**src/rtl/adder_pkg.sv**
```systemverilog
// Shared width constant and operand/result types for the ripple-carry adder family.
package adder_pkg;
    localparam int ADDER4_W = 4;

    typedef logic [ADDER4_W-1:0] operand_t;
    typedef logic [ADDER4_W:0]   result_t;
endpackage

```
**src/rtl/full_adder.sv**
```systemverilog
// Single-bit full-adder cell; the building block of every ripple-carry chain.
module full_adder (
    input  logic a,
    input  logic b,
    input  logic cin,
    output logic sum,
    output logic cout
);
    logic w_p;

    // Propagate term is shared by the sum and the carry expression.
    assign w_p  = a ^ b;
    assign sum  = w_p ^ cin;
    assign cout = (a & b) | (cin & w_p);
endmodule

```
**src/rtl/adder_4.sv**
```systemverilog
// Registered 4-bit ripple-carry adder: sum = a + b + cin, captured every rising edge.
module adder_4
    import adder_pkg::*;
(
    input  logic                clk,
    input  logic                rst,
    input  logic [ADDER4_W-1:0] a,
    input  logic [ADDER4_W-1:0] b,
    input  logic                cin,
    output logic [ADDER4_W:0]   sum,
    output logic                cout
);
    logic [ADDER4_W:0] w_carry;
    operand_t          w_s;
    result_t           r_sum;
    logic              r_cout;

    assign w_carry[0] = cin;

    // Carries are chained cell to cell so the critical path is a visible ripple.
    for (genvar i = 0; i < ADDER4_W; i++) begin : g_fa
        full_adder u_fa (
            .a    (a[i]),
            .b    (b[i]),
            .cin  (w_carry[i]),
            .sum  (w_s[i]),
            .cout (w_carry[i+1])
        );
    end

    always_ff @(posedge clk or posedge rst) begin
        if (rst) begin
            r_sum  <= '0;
            r_cout <= 1'b0;
        end else begin
            r_sum  <= {w_carry[ADDER4_W], w_s};
            r_cout <= w_carry[ADDER4_W];
        end
    end

    assign sum  = r_sum;
    assign cout = r_cout;
endmodule

```
**config.mk**
```make
export PLATFORM = sky130hd
export DESIGN_NAME = adder_4
export DESIGN_NICKNAME = d
export VERILOG_FILES = /design/src/rtl/adder_pkg.sv /design/src/rtl/full_adder.sv /design/src/rtl/adder_4.sv
export SDC_FILE = /design/constraint.sdc
export NUM_CORES = 1
export LEC_CHECK = 0
export CAP_MARGIN = 0
export CORE_AREA = 2 2 39 41
export CTS_CLUSTER_SIZE = 16
export DETAILED_ROUTE_END_ITERATION = 6
export DIE_AREA = 0 0 41 43
export PLACE_DENSITY = 0.56
export RECOVER_POWER = 50
export SYNTH_ARGS = -nofsm -noshare
export SYNTH_HDL_FRONTEND = slang
export SYNTH_SLANG_ARGS = --single-unit
export TNS_END_PERCENT = 20
```
**constraint.sdc**
```tcl
create_clock -name clk -period 1 [get_ports clk]
set_input_delay 0.2 -clock clk [delete_from_list [all_inputs] [get_ports clk]]
set_output_delay 0.2 -clock clk [all_outputs]
set_load 0.005 [all_outputs]
```
== After elaboration in Yosys (flattened, before gate mapping) ==
Cells that the tools add are included.

* Word-level logic and storage cells: 22
* Output and inout bits: 6
* Register bits: 6
* Input bits: 11

* Bitwise gates (word level): 20

{| class="wikitable"
|+ Operators by type and width
! cell !! count
|-
| 1-bit AND || 8
|-
| 1-bit XOR || 8
|-
| 1-bit bitwise OR || 4
|}

== Longest topological paths before layout ==
Gate-level depths: netlist (run 1).

* Depth after elaboration: 9
* Mapped depth: 8
* Mapped depth without buffers: 8

== Hierarchy ==
A second synthesis (run 1) with hierarchy kept.

* Cell total of the unflattened synthesis: 11
* Area total of the unflattened synthesis: 216.5 um2

{| class="wikitable"
|+ Modules (own cells, without submodules)
! module !! cells an instance !! times used !! area an instance (um2) !! sequential area each (um2)
|-
| adder_4 || 7 || 1 || 136.4 || 125.1
|-
| full_adder || 1 || 4 || 20.0 || 0.0
|}

== Worst setup path after synthesis (run 1) ==
OpenSTA, ideal clock, no wires.

* Kind: input to register
* Start point: in a[0]
* End point: reg r_sum[3], in the netlist sum[3]
* Buffers on the path: 0
* Library setup time: 0.064 ns
* Stages: 8
* Arrival time: 1.693 ns
* Required time: 0.936 ns
* Slack: -0.757 ns
* Cells stage by stage: inv_1 -> fa_1 -> inv_1 -> fa_1 -> fa_1 -> inv_1 -> fa_1 -> inv_1

* Word-level cells in the longest chain between the ends: 8
* Elaborated cells between the ends (all ways): 9
* Those cells by class: 9 x bitwise

{| class="wikitable"
|+ Ends and longest elaborated chain
! item !! RTL line !! RTL
|-
| from (decl) || adder_4.sv:7 || <nowiki>input logic [ADDER4_W-1:0] a,</nowiki>
|-
| 1-bit XOR || full_adder.sv:12 || <nowiki>assign w_p = a ^ b;</nowiki>
|-
| 1-bit AND || full_adder.sv:14 || <nowiki>assign cout = (a & b) | (cin & w_p);</nowiki>
|-
| 1-bit bitwise OR * || full_adder.sv:14 ||
|-
| 1-bit AND * || full_adder.sv:14 ||
|-
| 1-bit bitwise OR * || full_adder.sv:14 ||
|-
| 1-bit AND * || full_adder.sv:14 ||
|-
| 1-bit bitwise OR * || full_adder.sv:14 ||
|-
| 1-bit XOR * || full_adder.sv:13 || <nowiki>assign sum = w_p ^ cin;</nowiki>
|-
| named net g_fa[3].u_fa.sum || full_adder.sv:6 || <nowiki>output logic sum,</nowiki>
|-
| to (signal assigned) || adder_4.sv:36 || <nowiki>r_sum <= {w_carry[ADDER4_W], w_s};</nowiki>
|-
| to (decl) || adder_4.sv:15 || <nowiki>result_t r_sum;</nowiki>
|}

The timed path passes the listed nets; every way through them passes the cells marked *.

== Final worst setup path (run 1) ==
Ends and elaborated chain as after synthesis.

==> impl_metrics.tcl, run 1 <==
set metrics [dict create \
    status "complete, but fails checks" \
    violations "setup timing" \
    viasPerCell 3.29 \
    fin_crit_sh 1.55 \
    grt_first_pass_wirelength_um 600 \
    htreeDepth 1 \
    drcViolationCount 0 \
    hpwl_um 332 \
    worstPathRequired_ns 1.18 \
    grt_max_degree 6 \
    io_buffers 16 \
    worstSetupPathType "input port to flip-flop" \
    cts.sinks 5 \
    synth_area_per_cell_um2 12.1 \
    core_um2 1380 \
    globalplace.congestion 0.567 \
    clock_tree.root_cell "clkbuf_4" \
    dr.pass1.iters 1 \
    ys_top_cells_by_area "dfrtp_1 (49%), fa_1 (32%), inv_1 (16%)" \
    finalSetupViolations 4 \
    nNetsFinal 56 \
    min_period_ns 1.55 \
    io_pins 17 \
    diodes 0 \
    wl_um 378 \
    num_vias 184 \
    grt_pass1_vias 181 \
    yosysTopAreaCell "dfrtp_1" \
    setup_ws_ns -0.553 \
    drtIter0Drc 0 \
    drv_cap 0 \
    yosysSeqAreaShare 0.493 \
    power.total_mw 0.606 \
    worst_pin_slew_ns 0.177 \
    syn-num-nets 36 \
    p_leak_nw 0.227 \
    synth_seq_cells 5 \
    startpoint_type "input port" \
    fin_area_um2 437 \
    clock_path_buffers 2 \
    die_x_um 41 \
    dpl_cell_area_um2 432 \
    cts_hold_repair.buffers 0 \
    crit_arrival_ns 1.73 \
    ys.warnings.count 0 \
    rsz0062_at_grt "yes" \
    drive_gt1_frac 0.500 \
    p_per_area_nw_per_um2 1390 \
    cts_tree "done" \
    gr-total-overflow 0 \
    die_h_um 43 \
    end_kind "flip-flop" \
    start_util 0.184 \
    fmax_mhz 644 \
    area_delta_synth_final_pct 71.9 \
    postCtsSetupBuffers 0 \
    worstHoldPathType "input port to asynchronous set/reset pin" \
    ys_types 4 \
    path_clk_slew_ns 0.04 \
    antenna_found_initial 0 \
    finalSetupTns_ns -1.18 \
    peakVddDrop_uv 263 \
    rows 14 \
    avgRoutedWirePerCell_um 6.75 \
    crit_path_max_fanout 1 \
    syn-cell-area_um2 254 \
    dieArea_um2 1760 \
    synth_top_area_frac 0.493 \
    grt.total_usage 0.0589 \
    hold_viol_final 0 \
    synthCells 21 \
    max_slew_margin 0.882 \
    final_max_slew_viol_count 0 \
    cts_made_buffers 3 \
    antenna_left 0 \
]
-- synthesized netlist by cell type, drive strengths merged --
cell / count
inv: 11
dfrtp: 5
fa: 4
buf: 1
-- critical path, stage by stage --
cell and delay, ns:
buf_6 0.10, inv_4 0.04, fa_2 0.19, inv_2 0.04, fa_2 0.33, fa_2 0.34
inv_2 0.06, fa_1 0.39, inv_1 0.06
-- area by class of cell --
class	instances	area, um2
clock buffers	4	26.3
flip-flops and latches	5	125
repair buffers	16	131
multi-input cells	4	87.6
well taps	16	20.0
fillers	166	947
inverters	11	46.3
-- sequential cells by signal (all words and copies together) (netlist names) --
signal,cells
cout,1
sum,4
-- power breakdown --
| group | total [mW] | switching [mW] | internal (mW) | leakage (nW) |
|---|---|---|---|---|
| Clock | 0.228 | 0.0771 | 0.150 | 0.0150 |
| Combinational | 0.134 | 0.0558 | 0.0783 | 0.154 |
| Sequential | 0.245 | 0.00857 | 0.236 | 0.0583 |
| Total | 0.606 | 0.141 | 0.465 | 0.227 |
-- metrics by stage --
| step | util | hold slack [ns] | instances | setup slack [ns] |
|---|---|---|---|---|
| after floorplan | - | -0.0215 | 21 | -0.708 |
| after global placement | 0.312 | 0.407 | 52 | -1.21 |
| after detailed placement | 0.312 | 0.408 | 52 | -1.22 |
| after CTS | 0.331 | 0.154 | 56 | -0.616 |
| after global routing | 0.316 | 0.320 | 56 | -0.588 |
| final | 0.316 | 0.292 | 56 | -0.553 |
-- routing by layer --
metal,global-route usage,share of wire,vias up
met2,0.0781,0.52,13
met5,0,0,-
li1,-,-,88
met1,0.0468,0.29,81
met4,0.100,0.050,0
met3,0.0209,0.14,2
-- layout by cell type (no fill, tap or decap), drive strengths merged --
master / synthesis / layout
buf: 1 / 3
inv: 11 / 11
dlygate4sd2: 0 / 2
dfrtp: 5 / 5
clkbuf: 0 / 10
dlygate4sd3: 0 / 1
fa: 4 / 4
clkdlybuf4s50: 0 / 4
-- cells by family after synthesis --
group                    after synthesis  synth area share
buffers and inverters                 12             0.192
flip-flops                             5             0.493
adder cells (fa/ha/maj)                4             0.315
-- final timing paths --
kind | startpoint | endpoint | slack, ns
worst max-delay path | a[0] | sum[3] | -0.55
worst min-delay path | rst | sum[0] | 0.29
max in group asynchronous | rst | cout | 0.55
min in group clk | cin | sum[0] | 0.34
-- timing repair --
action                     in CTS  in global routing
pin swaps                       4                  4
setup endpoints to repair      11                 10
resized for setup              33                  8
Note: power is estimated with default switching activity, not from simulation.
==> run 2, diff against run 1 <==
==> constraint.sdc (replaced) <==
create_clock -name clk -period 1.5 [get_ports clk]
set_input_delay 0.3 -clock clk [delete_from_list [all_inputs] [get_ports clk]]
set_output_delay 0.3 -clock clk [all_outputs]
set_load 0.005 [all_outputs]
==> run 2 against run 1 <==
  * The run still ends with setup timing left
  * Cell count unchanged
  * Flip-flop and latch count unchanged
  * Clock power down 33%
  * First-iteration DRC count is the same
  * Largest cell class unchanged
  * Routed wire length up 1.3%
  * Die area unchanged
  * Clock-buffer cell count is the same
  * Largest power group unchanged
  * Sequential share of layout area shrank 2.0 points
==> impl_metrics.tcl, run 2 (same netlist as run 1, synthesis figures left out) <==
set metrics [dict create \
    crit_path_max_fanout 1 \
    power.net_switching_mw 0.0951 \
    drive_gt1_frac 0.400 \
    gr-total-overflow 0 \
    grt.total_usage 0.0711 \
    p_int_mw 0.335 \
    drtIter0Drc 0 \
    drv_cap 0 \
    pre_cts_ws_ns -0.838 \
    combinationalPowerShare 0.269 \
    antenna_left 0 \
    cts_made_buffers 3 \
    hold_ws_ns 0.396 \
    p_seq_frac 0.378 \
    largest_reg_flops 4 \
    setup_ws_ns -0.185 \
    status "complete, but fails checks" \
    clock_tree.root_cell "clkbuf_4" \
    global_route.usage.met2 0.100 \
    core_um2 1380 \
    final_max_slew_viol_count 0 \
    dr.pass1.iters 1 \
    fmax_mhz 594 \
    cts_tree "done" \
    start_util 0.184 \
    rsz0062_at_grt "yes" \
    final_cell_mix "clkdlybuf4s50_1 (10), inv_1 (5), dfrtp_1 (5)" \
    startpoint_type "input port" \
    swShare 0.221 \
    dieArea_um2 1760 \
    hold_viol_final 0 \
    min_period_ns 1.68 \
    cts_hold_repair.buffers 0 \
    fin_crit_sh 1.12 \
    grt_pass1_vias 196 \
    htreeDepth 1 \
    use_met1 0.0669 \
    cts.sinks 5 \
    clock_path_buffers 2 \
    clockPowerShare 0.353 \
    nNetsFinal 56 \
    grt_max_degree 6 \
    finalSetupViolations 1 \
    busiest_layer "met2" \
    rows 14 \
    worstPathRequired_ns 1.68 \
    p_leak_nw 0.224 \
    grt_use_met3 0.0157 \
    violations "setup timing" \
    hpwl_um 346 \
    avgRoutedWirePerCell_um 6.84 \
    antenna_found_initial 0 \
    peakVddDrop_uv 197 \
    diodes 0 \
    worstSetupPathType "input port to flip-flop" \
    drcViolationCount 0 \
    layout_commonest_cell "clkdlybuf4s50_1" \
    io_pins 17 \
    die_h_um 43 \
    worst_pin_slew_ns 0.178 \
    area_delta_synth_final_pct 84.7 \
    end_kind "flip-flop" \
    grt_first_pass_wirelength_um 731 \
    globalplace.congestion 0.560 \
    crit_arrival_ns 1.86 \
    num_vias 187 \
    postCtsSetupBuffers 0 \
    path_clk_slew_ns 0.04 \
    worstHoldPathType "input port to asynchronous set/reset pin" \
    max_slew_margin 0.881 \
    p_per_area_nw_per_um2 917 \
    viasPerCell 3.34 \
    die_x_um 41 \
    io_buffers 16 \
    wl_um 383 \
]
## run 2: cell count changes in the layout (fill, tap and decap cells not counted), sizes merged
cell | before | now
clkdlybuf4s50 | 4 | 10
clkbuf | 10 | 4
## run 2: how the worst max path moves through the flow
stage / endpoint / startpoint / cells after the start
2_1_floorplan: sum[3] / a[0] / 8
3_3_place_gp: sum[3] / a[0] / 9
3_5_place_dp: sum[3] / a[0] / 9
4_1_cts: sum[3] / cin / 9
5_1_grt: sum[3] / cin / 9
6_report: sum[3] / cin / 9
## run 2: timing repair
action	in CTS	in global routing
pin swaps	4	4
endpoints found under the setup margin	4	2
endpoints found under the hold margin	0	0
cloned	0	0
gates resized for setup	21	4
## run 2: power by group through the flow
stage / Sequential, mW / Clock [mW] / Combinational, mW
global route: 0.164 / 0.166 / 0.133
floorplan: 0.169 / 0 / 0.0302
detailed placement: 0.165 / 0 / 0.113
CTS: 0.163 / 0.160 / 0.115
global placement: 0.164 / 0 / 0.110
finish: 0.163 / 0.152 / 0.116
## run 2: metal layers
| metal | wire [um] | part of all wire |
|---|---|---|
| met1 | 117 | 0.31 |
| met2 | 219 | 0.57 |
| met3 | 30 | 0.078 |
| met4 | 15 | 0.039 |
| met5 | 0 | 0 |
## run 2: per-stage QoR
step / total power, mW / std cells / util / TNS [ns] / cell area (um2)
final: 0.430 / 56 / 0.339 / -0.185 / 469
after global routing: 0.463 / 56 / 0.339 / -0.247 / 469
after CTS: 0.439 / 56 / 0.331 / -0.280 / 458
after detailed placement: 0.278 / 52 / 0.312 / -2.40 / 432
after global placement: 0.275 / 52 / 0.312 / -2.36 / 432
after floorplan: 0.199 / 21 / - / -0.495 / 259
## run 2: area by class of cell
cell class / count / area, um2
Inverter: 11 / 46.3
Timing Repair Buffer: 16 / 161
Multi-Input combinational cell: 4 / 90.1
Fill cell: 149 / 915
Sequential cell: 5 / 125
Clock buffer: 4 / 26.3
Tap cell: 16 / 20.0
## run 2: critical path: stages
cell   delay [ns]
buf_6        0.10
inv_4        0.04
fa_2         0.19
inv_2        0.04
fa_2         0.33
fa_2         0.34
inv_2        0.06
fa_2         0.42
inv_1        0.06
==> edit 1, RTL diff (config.mk and constraints of run 2) <==
Reset style: synchronous (`rst`), changed in one clocked block.
--- a/src/rtl/adder_4.sv
+++ b/src/rtl/adder_4.sv
@@ -30,3 +30,3 @@
 
-    always_ff @(posedge clk or posedge rst) begin
+    always_ff @(posedge clk) begin
         if (rst) begin
Behaviour: differs if rst is asserted again (counterexample within 4 cycles, from zero or initial values and one cycle with rst high); with rst held inactive, the same outputs for 10 cycles.
==> edit 1 against run 2 <==
- synthesized cell count rose by 4.8%
- core utilization fell by 1.2 points
- the flow still finishes with violations (negative setup slack)
- routed wire length rose by 3.7%
- sequential cell count did not move
- sequential share of layout area fell by 4.6 points
- final area fell by 3.5%
- power fell by 6.9%
- largest power group unchanged
- worst setup slack got worse by 11 ps
- synthesized area fell by 6.4%
==> edit 1: results (changes against run 2) <==
| Metric | Value |
|---|---|
| Top cells by count, synth | `inv_1, dfxtp_1, fa_1, nor2_1, nor2b_1` |
| P_leak | `0.200 nW (-10%)` |
| XOR/XNOR Fraction of Synth Area | `0 (unchanged)` |
| Pre-antenna DRT Iters | `1 (unchanged)` |
| Global-route wire length before repair | `565 um (-23%)` |
| CTS root buf | `clkbuf_4` |
| Total Wirelength | `397 um (+3.7%)` |
| Worst setup startpoint | `cin` |
| Status | `complete, but fails checks` |
| Kind of cell adding the most delay to the critical path | `adder cells` |
| Post-synthesis compound-gate area fraction | `0 (unchanged)` |
| Antenna viol nets, final | `0 (unchanged)` |
| Iteration-0 DRC Markers | `0 (unchanged)` |
| Post-CTS setup buffers | `0 (unchanged)` |
| Fin nets | `57 (+1.8%)` |
| CP max FO | `1 (unchanged)` |
| Adder-Cell Fraction of Synth Area | `0.337 (+0.0216)` |
| Mux share of post-synthesis cell area | `0 (unchanged)` |
| Total Routing Usage GR | `0.0557 (-0.0155)` |
| Hold Crit Class | `in -> reg` |
| Largest register FFs | `5 (+1)` |
| WP data arrival | `between 1500 and 2000 ps` |
| Post-DP Area | `415 um2 (-3.8%)` |
| Relative slew slack | `0.892 (+0.0107)` |
| Sw Pwr | `86.9 uW (-8.6%)` |
| Failing checks | `negative setup slack` |
| Number of global-route vias before repair | `158 (-19%)` |
| Final setup vio count | `2 (+1)` |
| RePlAce Congestion | `0.591 (+5.5%)` |
| HP Start | `b[0]` |
| # diodes | `0 (unchanged)` |
| Vias per cell | `3.25 (-2.8%)` |
| Syn_nets | `37 (+2.8%)` |
| Bufs on Longest Clock Path | `2 (unchanged)` |
| FFs w/ async S/R, synth | `0 (-1.00)` |
| Initial antenna violation count | `0 (unchanged)` |
| Seq/Total Area, Yosys | `0.421 (-0.0716)` |
| Worst IR Drop VDD | `0.221 mV (+12%)` |
| Count of buffers inserted at the top-level ports | `16 (unchanged)` |
| H-tree depth | `1 (unchanged)` |
| Worst path max stage delay | `390 ps (-30 ps)` |
| Final worst slack | `-196 ps (-11.5 ps)` |
| Clk slew on worst S/H paths | `40 ps (about the same)` |
| Top post-synthesis cells by area | `dfxtp_1, fa_1, inv_1` |
| CP max-delay cell | `fa_1` |
| Largest net degree at the start of global routing | `6 (unchanged)` |
| CTS Buf Count | `3 (unchanged)` |
| Yosys cell types | `6 (+2)` |
| Synth warn | `0 (unchanged)` |
| Fraction of layout cells with a size suffix above 1 | `0.341 (-0.0585)` |
| Dpl hpwl | `327 um (-5.7%)` |
-- edit 1: final cells by class --
| class | count | area, um2 |
|---|---|---|
| inverters | 7 | 33.8 |
| clock buffers | 4 | 26.3 |
| multi-input cells | 9 | 111 |
| fillers | 159 | 931 |
| well taps | 16 | 20.0 |
| repair buffers | 16 | 161 |
| flip-flops and latches | 5 | 100 |
-- edit 1: power by group through the flow --
stage               combinational, mW  clock (mW)  sequential, mW
finish                         0.0978       0.151           0.152
global route                    0.112       0.161           0.153
CTS                             0.101       0.159           0.153
detailed placement             0.0968           0           0.155
global placement               0.0971           0           0.154
floorplan                      0.0305           0           0.157
-- edit 1: final timing paths --
check      to  slack, ps  cells past startpoint
min    sum[0]        450                      4
max    sum[3]       -200                      9
-- edit 1: what timing repair did --
| action | 4_1_cts | 5_1_grt |
|---|---|---|
| gates resized for setup | 22 | 2 |
| endpoints found under the hold margin | 0 | 0 |
| pin swaps | 5 | 5 |
| endpoints found under the setup margin | 4 | 3 |
-- edit 1: per-layer routing --
| metal | part of all wire | track usage | wire, um | up-vias |
|---|---|---|---|---|
| li1 | - | - | - | 95 |
| met2 | 0.60 | 0.0688 | 238 | 10 |
| met1 | 0.31 | 0.0495 | 125 | 80 |
| met5 | 0 | 0 | 0 | - |
| met3 | 0.083 | 0 | 33 | 0 |
| met4 | 0 | 0.120 | 0 | 0 |
-- edit 1: through the flow --
stage | TNS [ps] | instances | hold slack [ps] | setup slack (ps)
after global routing | -333 | 57 | 460 | -250
final | -224 | 57 | 453 | -196
after CTS | -355 | 57 | 453 | -275
after detailed placement | -2680 | 53 | 933 | -832
after floorplan | -636 | 22 | 367 | -306
after global placement | -2670 | 53 | 940 | -832
==> edit 2, RTL diff (flow settings as in run 2) <==
Without the edit above. `ADDER4_W`: 4 -> 3.
--- a/src/rtl/adder_pkg.sv
+++ b/src/rtl/adder_pkg.sv
@@ -2,3 +2,3 @@
 package adder_pkg;
-    localparam int ADDER4_W = 4;
+    localparam int ADDER4_W = 3;
 
Ports: changed (resized a, b and sum); port bits go from 17 to 14. The function was not compared with the original's and may differ.
==> edit 2 against run 2 <==
- via count is 22% lower
- routed wire length fell by 21%
- sequential share of layout area shrank 0.52 points
- count of clock-buffer cells in the layout decreased by 1
- synthesized cell count fell by 9.5%
- sequential cell count shrank 1
- worst setup slack gained 220 ps
- final area decreased by 18%
- critical endpoint is now sum[2]
- largest cell class unchanged
- combinational power down 23%
- highest routed layer is now met3
- clock power shrank 16%
- sequential power down 21%
- power shrank 20%
- synthesized area down 18%
==> edit 2: results (changes against run 2) <==
| Metric | Value |
|---|---|
| Final Non-Filler Cells | `50 (-11%)` |
| Global-route wire length before repair | `414 um (-43%)` |
| Dpl hpwl | `260 um (-25%)` |
| Largest register FFs | `3 (-1)` |
| Yosys cell types | `4 (unchanged)` |
| CTS root buf | `clkbuf_4` |
| Post-Synthesis Cells | `19 (-9.5%)` |
| RePlAce Congestion | `0.521 (-7.0%)` |
| Synth warn | `0 (unchanged)` |
| Fillers | `162 (+8.7%)` |
| CTS Buf Count | `3 (unchanged)` |
| Wire per inst | `6.06 um (-11%)` |
| Seq/Total Area, Yosys | `0.479 (-0.0136)` |
| Total Routing Usage GR | `0.0435 (-0.0276)` |
| Initial antenna violation count | `0 (unchanged)` |
| Top post-synthesis cells by area | `dfrtp_1, fa_1, inv_1` |
| Post-CTS setup buffers | `0 (unchanged)` |
| Bufs on Longest Clock Path | `2 (unchanged)` |
| Iteration-0 DRC Markers | `0 (unchanged)` |
| Fin nets | `48 (-14%)` |
| P_leak | `0.199 nW (-11%)` |
| Worst path max stage delay | `490 ps (+70 ps)` |
| # diodes | `0 (unchanged)` |
| FFs w/ async S/R, synth | `1.00 (unchanged)` |
| CP max FO | `1 (unchanged)` |
| Worst-Margin Slew | `138 ps (-39.4 ps)` |
| GR Util met1 | `0.0396 (-0.0273)` |
| Vias per cell | `2.90 (-13%)` |
| Ys flop type | `dfrtp_1` |
| Largest net degree at the start of global routing | `5 (-1)` |
| Clk slew on worst S/H paths | `about 30 ps` |
| Fraction of layout cells with a size suffix above 1 | `0.382 (-0.0176)` |
| Area growth from synthesis to layout | `83.2%` |
| Met3 Track Usage GR | `0.0157 (unchanged)` |
| Pre-antenna DRT Iters | `1 (unchanged)` |
| Cells after DPL | `47 (-9.6%)` |
| Post-DP Area | `364 um2 (-16%)` |
| Status | `complete, no violations` |
| Top cells by count, synth | `inv_1, dfrtp_1, fa_1, buf_4` |
| Number of global-route vias before repair | `125 (-36%)` |
| CP max-delay cell | `fa_1` |
| Worst IR Drop VDD | `0.222 mV (+13%)` |
| WP data arrival | `1580 ps (-280 ps)` |
| H-tree depth | `1 (unchanged)` |
| Met2 usage in global routing | `0.0406 (-0.0594)` |
| Hold Crit Class | `in -> async` |
| Syn_nets | `31 (-14%)` |
| Count of buffers inserted at the top-level ports | `13 (-3)` |
| Sw Pwr | `72.2 uW (-24%)` |
## edit 2: cell type report
cell class | count | share of cell area
Inverter | 11 | 0.127
Sequential cell | 4 | 0.261
Clock buffer | 3 | 0.0588
Multi-Input combinational cell | 3 | 0.170
Tap cell | 16 | 0.0523
Timing Repair Buffer | 13 | 0.330
## edit 2: worst paths after layout
| check | slack, ps | cells after the start | to | startpoint |
|---|---|---|---|---|
| worst max-delay path | 40 | 8 | sum[2] | b[0] |
| worst min-delay path | 390 | 2 | sum[1] | rst |
| max in group asynchronous | 970 | 2 | sum[2] | rst |
| min in group clk | 430 | 2 | sum[1] | a[1] |
## edit 2: cell families (layout without fill, tap and decap cells)
logic type | count (synthesis) | in the layout | synth area share
adders and majority gates | 3 | 3 | 0.287
buffers and inverters | 12 | 27 | 0.234
DFF | 4 | 4 | 0.479
## edit 2: timing repair
item                                    CTS  global route
resized for setup                        12             3
pin swaps                                 3             3
endpoints found under the hold margin     0             0
hold buffers                              0             0
endpoints found under the setup margin    3             1
## edit 2: worst max-delay path: cells and delay by family
family / cells / cell delay (ps)
adder cells (fa/ha/maj): 3 / 1050
buffers and inverters: 5 / 250
## edit 2: layer usage
layer | share of wire | vias up
met5 | 0 | -
met4 | 0 | 0
met3 | 0.11 | 0
met2 | 0.52 | 10
met1 | 0.37 | 60
li1 | - | 75
## edit 2: per-stage QoR
step                hold WS, ps  setup TNS, ps  setup slack [ps]
global placement            491          -1790              -710
finish                      388              0              37.6
floorplan                  66.1          -91.3             -91.3
CTS                         245              0              15.0
detailed placement          488          -1830              -724
global route                407              0              1.38
## edit 2: power by group through the flow
stage               clock (mW)  combinational (mW)  sequential [mW]
floorplan                    0              0.0292            0.134
global placement             0              0.0931            0.130
detailed placement           0              0.0935            0.131
CTS                      0.137              0.0916            0.129
global route             0.138               0.101            0.130
finish                   0.127              0.0892            0.129
